File: src/rtl/alu_seq_ctrl_pkg.sv
`default_nettype none
// ============================================================================
// Module      : alu_ctrl_pkg
// Description : Shared types and helpers for the ALU operand-entry sequencer.
// Revision    : 1.0 - initial release
// ============================================================================
package alu_ctrl_pkg;

    // Default ALU opcode width
    localparam int OP_W_DEFAULT = 4;

    // Operand-entry sequence: load A, load B, select op, show result
    typedef enum logic [1:0] {
        S_A    = 2'd0,
        S_B    = 2'd1,
        S_OP   = 2'd2,
        S_SHOW = 2'd3
    } state_t;

    // One-hot front-panel indicator for a given state
    function automatic logic [3:0] state_to_led(input state_t s);
        logic [3:0] led;
        led = 4'b0001;
        case (s)
            S_A:     led = 4'b0001;
            S_B:     led = 4'b0010;
            S_OP:    led = 4'b0100;
            S_SHOW:  led = 4'b1000;
            default: led = 4'b0001;
        endcase
        return led;
    endfunction

endpackage
`default_nettype wire

File: src/rtl/alu_seq_ctrl_btn_debounce.sv
`default_nettype none
// ============================================================================
// Module      : btn_debounce
// Description : Two-flop synchronizer, stability-count debouncer and
//               rising-edge pulse generator for one bouncing push-button.
// Revision    : 1.0 - initial release
// ============================================================================
module btn_debounce #(
    parameter int DEBOUNCE_CYCLES = 1_000_000
) (
    input  logic clk,
    input  logic rst_n,
    input  logic btn_raw,
    output logic btn_level,
    output logic btn_pulse
);

    localparam int CNT_W = $clog2(DEBOUNCE_CYCLES + 1);
    localparam logic [CNT_W-1:0] C_CNT_LAST = CNT_W'(DEBOUNCE_CYCLES - 1);
    localparam logic [CNT_W-1:0] C_CNT_ONE  = CNT_W'(1);

    logic             r_sync1;
    logic             r_sync2;
    logic [CNT_W-1:0] r_cnt;
    logic             r_level;
    logic             r_pulse;

    // Bring the asynchronous button level into the clk domain
    always_ff @(posedge clk or negedge rst_n) begin
        if (!rst_n) begin
            r_sync1 <= 1'b0;
            r_sync2 <= 1'b0;
        end else begin
            r_sync1 <= btn_raw;
            r_sync2 <= r_sync1;
        end
    end

    // Accept a new level only after it differs for DEBOUNCE_CYCLES cycles in a
    // row; the press pulse is raised on the same edge the level goes high.
    always_ff @(posedge clk or negedge rst_n) begin
        if (!rst_n) begin
            r_cnt   <= '0;
            r_level <= 1'b0;
            r_pulse <= 1'b0;
        end else begin
            r_pulse <= 1'b0;
            if (r_sync2 == r_level) begin
                r_cnt <= '0;
            end else if (r_cnt == C_CNT_LAST) begin
                r_cnt   <= '0;
                r_level <= r_sync2;
                r_pulse <= r_sync2;
            end else begin
                r_cnt <= r_cnt + C_CNT_ONE;
            end
        end
    end

    assign btn_level = r_level;
    assign btn_pulse = r_pulse;

endmodule
`default_nettype wire

File: src/rtl/alu_seq_ctrl.sv
`default_nettype none
// ============================================================================
// Module      : alu_seq_ctrl
// Description : Operand-entry sequencer for the 8-bit ALU board. Debounces
//               the "next" and "clear" buttons and steps load A -> load B ->
//               select op -> show result, driving the operand register bank.
// Revision    : 1.0 - initial release
// ============================================================================
module alu_seq_ctrl #(
    parameter int DEBOUNCE_CYCLES = 1_000_000,
    parameter int OP_W            = alu_ctrl_pkg::OP_W_DEFAULT
) (
    input  logic            clk,
    input  logic            rst_n,
    input  logic            btn_next,
    input  logic            btn_clr,
    input  logic [OP_W-1:0] sw_op,
    output logic            load_en,
    output logic            load_sel,
    output logic            reg_clr,
    output logic [OP_W-1:0] op_code,
    output logic            op_valid,
    output logic [3:0]      state_led
);

    import alu_ctrl_pkg::*;

    logic            w_next_p;
    logic            w_clr_p;

    state_t          r_state;
    logic            r_load_en;
    logic            r_load_sel;
    logic            r_reg_clr;
    logic [OP_W-1:0] r_op_code;
    logic            r_op_valid;
    logic [3:0]      r_state_led;

    btn_debounce #(
        .DEBOUNCE_CYCLES (DEBOUNCE_CYCLES)
    ) u_next_db (
        .clk       (clk),
        .rst_n     (rst_n),
        .btn_raw   (btn_next),
        .btn_level (),
        .btn_pulse (w_next_p)
    );

    btn_debounce #(
        .DEBOUNCE_CYCLES (DEBOUNCE_CYCLES)
    ) u_clr_db (
        .clk       (clk),
        .rst_n     (rst_n),
        .btn_raw   (btn_clr),
        .btn_level (),
        .btn_pulse (w_clr_p)
    );

    // Sequencer: clear overrides next; strobes are single-cycle by default-low
    always_ff @(posedge clk or negedge rst_n) begin
        if (!rst_n) begin
            r_state     <= S_A;
            r_load_en   <= 1'b0;
            r_load_sel  <= 1'b0;
            r_reg_clr   <= 1'b0;
            r_op_code   <= '0;
            r_op_valid  <= 1'b0;
            r_state_led <= state_to_led(S_A);
        end else begin
            r_load_en <= 1'b0;
            r_reg_clr <= 1'b0;
            if (w_clr_p) begin
                r_state     <= S_A;
                r_reg_clr   <= 1'b1;
                r_op_code   <= '0;
                r_op_valid  <= 1'b0;
                r_state_led <= state_to_led(S_A);
            end else begin
                case (r_state)
                    S_A: begin
                        if (w_next_p) begin
                            r_load_en   <= 1'b1;
                            r_load_sel  <= 1'b0;
                            r_state     <= S_B;
                            r_state_led <= state_to_led(S_B);
                        end
                    end
                    S_B: begin
                        if (w_next_p) begin
                            r_load_en   <= 1'b1;
                            r_load_sel  <= 1'b1;
                            r_state     <= S_OP;
                            r_state_led <= state_to_led(S_OP);
                        end
                    end
                    S_OP: begin
                        if (w_next_p) begin
                            r_op_code   <= sw_op;
                            r_op_valid  <= 1'b1;
                            r_state     <= S_SHOW;
                            r_state_led <= state_to_led(S_SHOW);
                        end
                    end
                    S_SHOW: begin
                        if (w_next_p) begin
                            r_op_valid  <= 1'b0;
                            r_state     <= S_A;
                            r_state_led <= state_to_led(S_A);
                        end
                    end
                    default: begin
                        r_state     <= S_A;
                        r_state_led <= state_to_led(S_A);
                    end
                endcase
            end
        end
    end

    assign load_en   = r_load_en;
    assign load_sel  = r_load_sel;
    assign reg_clr   = r_reg_clr;
    assign op_code   = r_op_code;
    assign op_valid  = r_op_valid;
    assign state_led = r_state_led;

endmodule
`default_nettype wire

File: config.mk
export PLATFORM = sky130hd
export DESIGN_NAME = alu_seq_ctrl
export DESIGN_NICKNAME = d
export VERILOG_FILES = /design/src/rtl/alu_seq_ctrl_pkg.sv /design/src/rtl/alu_seq_ctrl_btn_debounce.sv /design/src/rtl/alu_seq_ctrl.sv
export SDC_FILE = /design/constraint.sdc
export NUM_CORES = 1
export LEC_CHECK = 0
export CAP_MARGIN = 20
export CORE_AREA = 3 3 84 86
export CTS_CLUSTER_DIAMETER = 80
export DETAILED_ROUTE_END_ITERATION = 7
export DIE_AREA = 0 0 87 89
export PLACE_DENSITY = 0.67
export SLEW_MARGIN = 10
export SYNTH_ARGS = -nofsm -noshare
export SYNTH_HDL_FRONTEND = slang
export SYNTH_HIERARCHICAL = 1
export SYNTH_SLANG_ARGS = --single-unit
File: constraint.sdc
create_clock -name clk -period 2 [get_ports clk]
set_input_delay 0.4 -clock clk [delete_from_list [all_inputs] [get_ports clk]]
set_output_delay 0.4 -clock clk [all_outputs]
set_load 0.01 [all_outputs]
==> results.txt <==
The cell area after layout came out at 0.00353 mm2. The leakage power total came out at 1.47 nW. Using the TritonRoute via totals, the vias-per-cell ratio works out to about 5.3. The number of buffers on the longest clock path is 2.

The final RePlAce weighted congestion is approximately 0.8. The biggest fanout along the worst timing path is 8. In this run the power density over the cells is 662 mW/mm2. The overall via count from detail_route came out at 2,177. The worst-case setup slack after placement came out at 0.0422 ns. The antenna diode count came out at 0. The first global-routing pass estimated 9600 um of wire. The met1 usage is 19.6%. The iteration count of the initial detailed-routing pass is 4. The total area inside the core boundary comes to 0.00635 mm2.

The number of hold-slack violations in the final timing report is 0. The total negative slack for setup checks came out at 0 ns. Data arrives at the worst endpoint at about 2.1 ns.

The number of I/O pins came out at 20. The CTS H-tree depth is 3. The count of state elements after synthesis came out at 62. The number of antenna violations at the first check in global routing came out at 0. The CTS sink count is 62. Relative to the synthesized area, the layout overhead comes to 18.8%.

The critical path launch point type is a register. The max-cap violation count came out at 0. Hold is met by 0.0322 ns. The commonest cells after synthesis are 61 x dfrtp_1, 33 x nor2_1, 22 x a21oi_1. The met3 layer usage reported by global route came out at 3.96%. The met2 demand-to-capacity share in global routing came out at a little over a quarter. The post-route netlist has between 15 and 20% of its cells at a drive strength greater than 1. The share of the yosys chip area belonging to registers is 52.3%. Global routing finished with a remaining overflow of 0. The detailed placer's ending HPWL is roughly 3800 um. The vertical extent of the die came out at 89 um. The total wirelength of the detailed-routed design is 5440 um. The required time at the worst-slack endpoint is 2.25 ns. The synthesized netlist contains 38 unique library cells. The reg2reg setup slack came out at 0.11 ns.

The most critical setup path has its startpoint at u_next_db/r_cnt[0]. The area fraction of the dominant cell type after synthesis is 51.4%. Dividing the final minimum period by the clock period gives 94.4%.

The run finished with clean final reports. The launch instance of the worst register-to-register path is u_next_db/r_cnt[0]. The slew at the pin closest to its max-slew limit came out at 0.522 ns.

The number of gates on the worst path with buffers counted is 5. The global routing stage identified its most utilized layer as met2. The cell with the most instances after synthesis is dfrtp_1. The clock tree from TritonCTS is built. In this design, the stage delay of the slowest critical-path cell is between 0.5 and 0.6 ns. The net count of the mapped netlist came out at between 300 and 400.

The signal on the critical path passes through ha_1 > nand2_1 > or4_4 > or3_2 > a21oi_1. The synthesis warning total is 6. The number of enable flip-flop cells after synthesis is 0. The largest total area in the synthesized netlist belongs to dfrtp_1.

The via count of the first global-routing pass is 2,167. In the synthesized netlist the dominant register cell turns out to be dfrtp_1. The total die area is 0.00774 mm2.

The post-synth design cell area came out at 0.00297 mm2. The post-detailed-placement cell area came out at 0.00334 mm2. The number of cell rows came out at 29. The initial core utilization is between 40% and 50%. Ranked by total cell area, the synthesized netlist is headed by dfrtp_1 51%, nor2_1 4.2%, ha_1 3.8%. The instance count of the mapped netlist is 295. The setup path with the least slack is of type reg -> reg. STA classifies the critical path endpoint as a register. The path class of the tightest hold or removal check is in -> async. The setup clock skew after layout came out at 0.00622 ns. The worst max-slew margin expressed relative to the limit is 65.2%. Buffers placed on the I/O ports in this run total 19. The number of setup violations in the final report is 0. The count of buffer and inverter cells on the critical path came out at 0. The worst path setup slack after routing came out at ~0.11 ns. Setup repair after global routing left no endpoint under its margin. For this run, asynchronously set or reset flops after synthesis account for 100%.

The final number of max-transition violations came to 0. After detailed routing, the average wire length per cell comes to 13.2 um. The minimum clock period after layout came out at 1.89 ns. Among cell families on the critical path, the largest total delay comes from simple AND/OR/NAND/NOR gates. The source-to-sink clock delay at the later pin of the worst-skew pair came out at 0.33 ns.

The residual DRC count came out at 0. The number of buffers added by the clock tree synthesis step is 9. The highest clock rate came out at 530 MHz. Once detail routing completed, the nets flagged for antenna violations numbered 0. Clock-pin slew was measured on the worst setup and hold paths at 0.06 ns.

In the final design database the tool counted ~350 nets. In this run the critical register-to-register path is captured at u_next_db/r_cnt[14]. In this run the horizontal extent of the chip is about 87 um.

On the critical path, the stage with the largest delay is an instance of or4_4. The path depth of the worst reg2reg path came out at 5. The all-layer global routing usage came out at between 15 and 20%.

Entering global routing, the biggest net connects 42 pins. CTS placed an instance of clkbuf_8 at the clock tree root. The average size of a mapped cell came out at ~10 um2. After the first detailed-routing iteration, the DRC count stood at 118. In this run the worst setup path terminates at u_next_db/r_cnt[14].

The worst ir drop on vdd came out at 387 uV.
-- placed cells by master (no fill, tap or decap), types with 3 or more instances in the layout --
cell	n
a21oi_1	22
buf_4	17
clkbuf_1	4
clkbuf_8	11
clkdlybuf4s50_1	18
dfrtp_1	61
ha_1	9
inv_1	16
mux2_2	3
nand2_1	13
nand3_1	20
nand4_1	6
nor2_1	33
nor2b_1	3
nor3_1	4
nor4_1	4
o21ai_0	13
o31ai_1	6
or3_1	4
or3_2	6
or4_1	6
or4_4	4
xnor2_1	12
xor2_1	10
-- repair_timing --
action / in CTS / in global routing
hold buffers: 0 / 0
resized for setup: 0 / 4
setup buffers: 0 / 0
setup endpoints to repair: 0 / 11
-- final cells by class --
type / count / area (um2)
fillers: 565 / 2820
flip-flops and latches: 62 / 1550
multi-input cells: 204 / 1320
repair buffers: 37 / 333
clock buffers: 15 / 166
well taps: 77 / 96.3
inverters: 16 / 60.1
clock inverters: 1 / 5.00
-- through the flow --
step	utilization [%]	power (mW)	instances
2_1_floorplan	-	1.33	295
3_3_place_gp	52.7	1.40	396
3_5_place_dp	52.7	1.40	396
4_1_cts	55.3	2.38	412
5_1_grt	55.6	2.46	412
6_report	55.6	2.34	412
-- flip-flops by register name, indices dropped and copies added (netlist names), 2 cells and up --
signal           cells
op_code              4
state_led            4
r_state              2
u_next_db/r_cnt     20
u_clr_db/r_cnt      20
-- worst register-to-register path, cell delays in order, from the launching register on --
cell and delay, ns:
dfrtp_1 0.35, ha_1 0.17, nand2_1 0.09, or4_4 0.57, or3_2 0.46, a21oi_1 0.17
-- kinds of logic (layout without fill, tap and decap cells) --
kind of cell / after synthesis / after routing / share of synthesized area, %
mux: 7 / 7 / 2.82
buf+inv: 29 / 69 / 3.92
flops: 62 / 62 / 52.3
xor+xnor: 22 / 22 / 6.49
simple gates: 121 / 121 / 22.1
fa+ha+maj: 9 / 9 / 3.79
compound gates: 45 / 45 / 8.59
-- where the power goes --
group	switching, mW	internal (mW)	total [mW]
Sequential	0.00907	1.27	1.28
Clock	0.443	0.518	0.961
Combinational	0.0564	0.0417	0.0981
Total	0.509	1.83	2.34
-- layer usage --
metal / vias to the layer above / wire [um] / share of wire [%]
li1: 1093 / - / -
met1: 1044 / 2550 / 47
met3: 10 / 217 / 4.0
met4: 0 / 106 / 1.9
met2: 30 / 2570 / 47
met5: - / 0 / 0
-- worst min path at each step --
stage | startpoint | endpoint | slack, ns | cells past startpoint
final | rst_n | state_led[2] | 0.03 | 1
after global routing | rst_n | state_led[2] | 0.05 | 1
after CTS | rst_n | state_led[2] | 0.04 | 1
after detailed placement | u_clr_db/r_sync1 | u_clr_db/r_sync2 | 0.34 | 0
after global placement | u_clr_db/r_sync1 | u_clr_db/r_sync2 | 0.34 | 0
after floorplan | rst_n | load_en | 0.10 | 0
(Power assumes the default switching activity.)
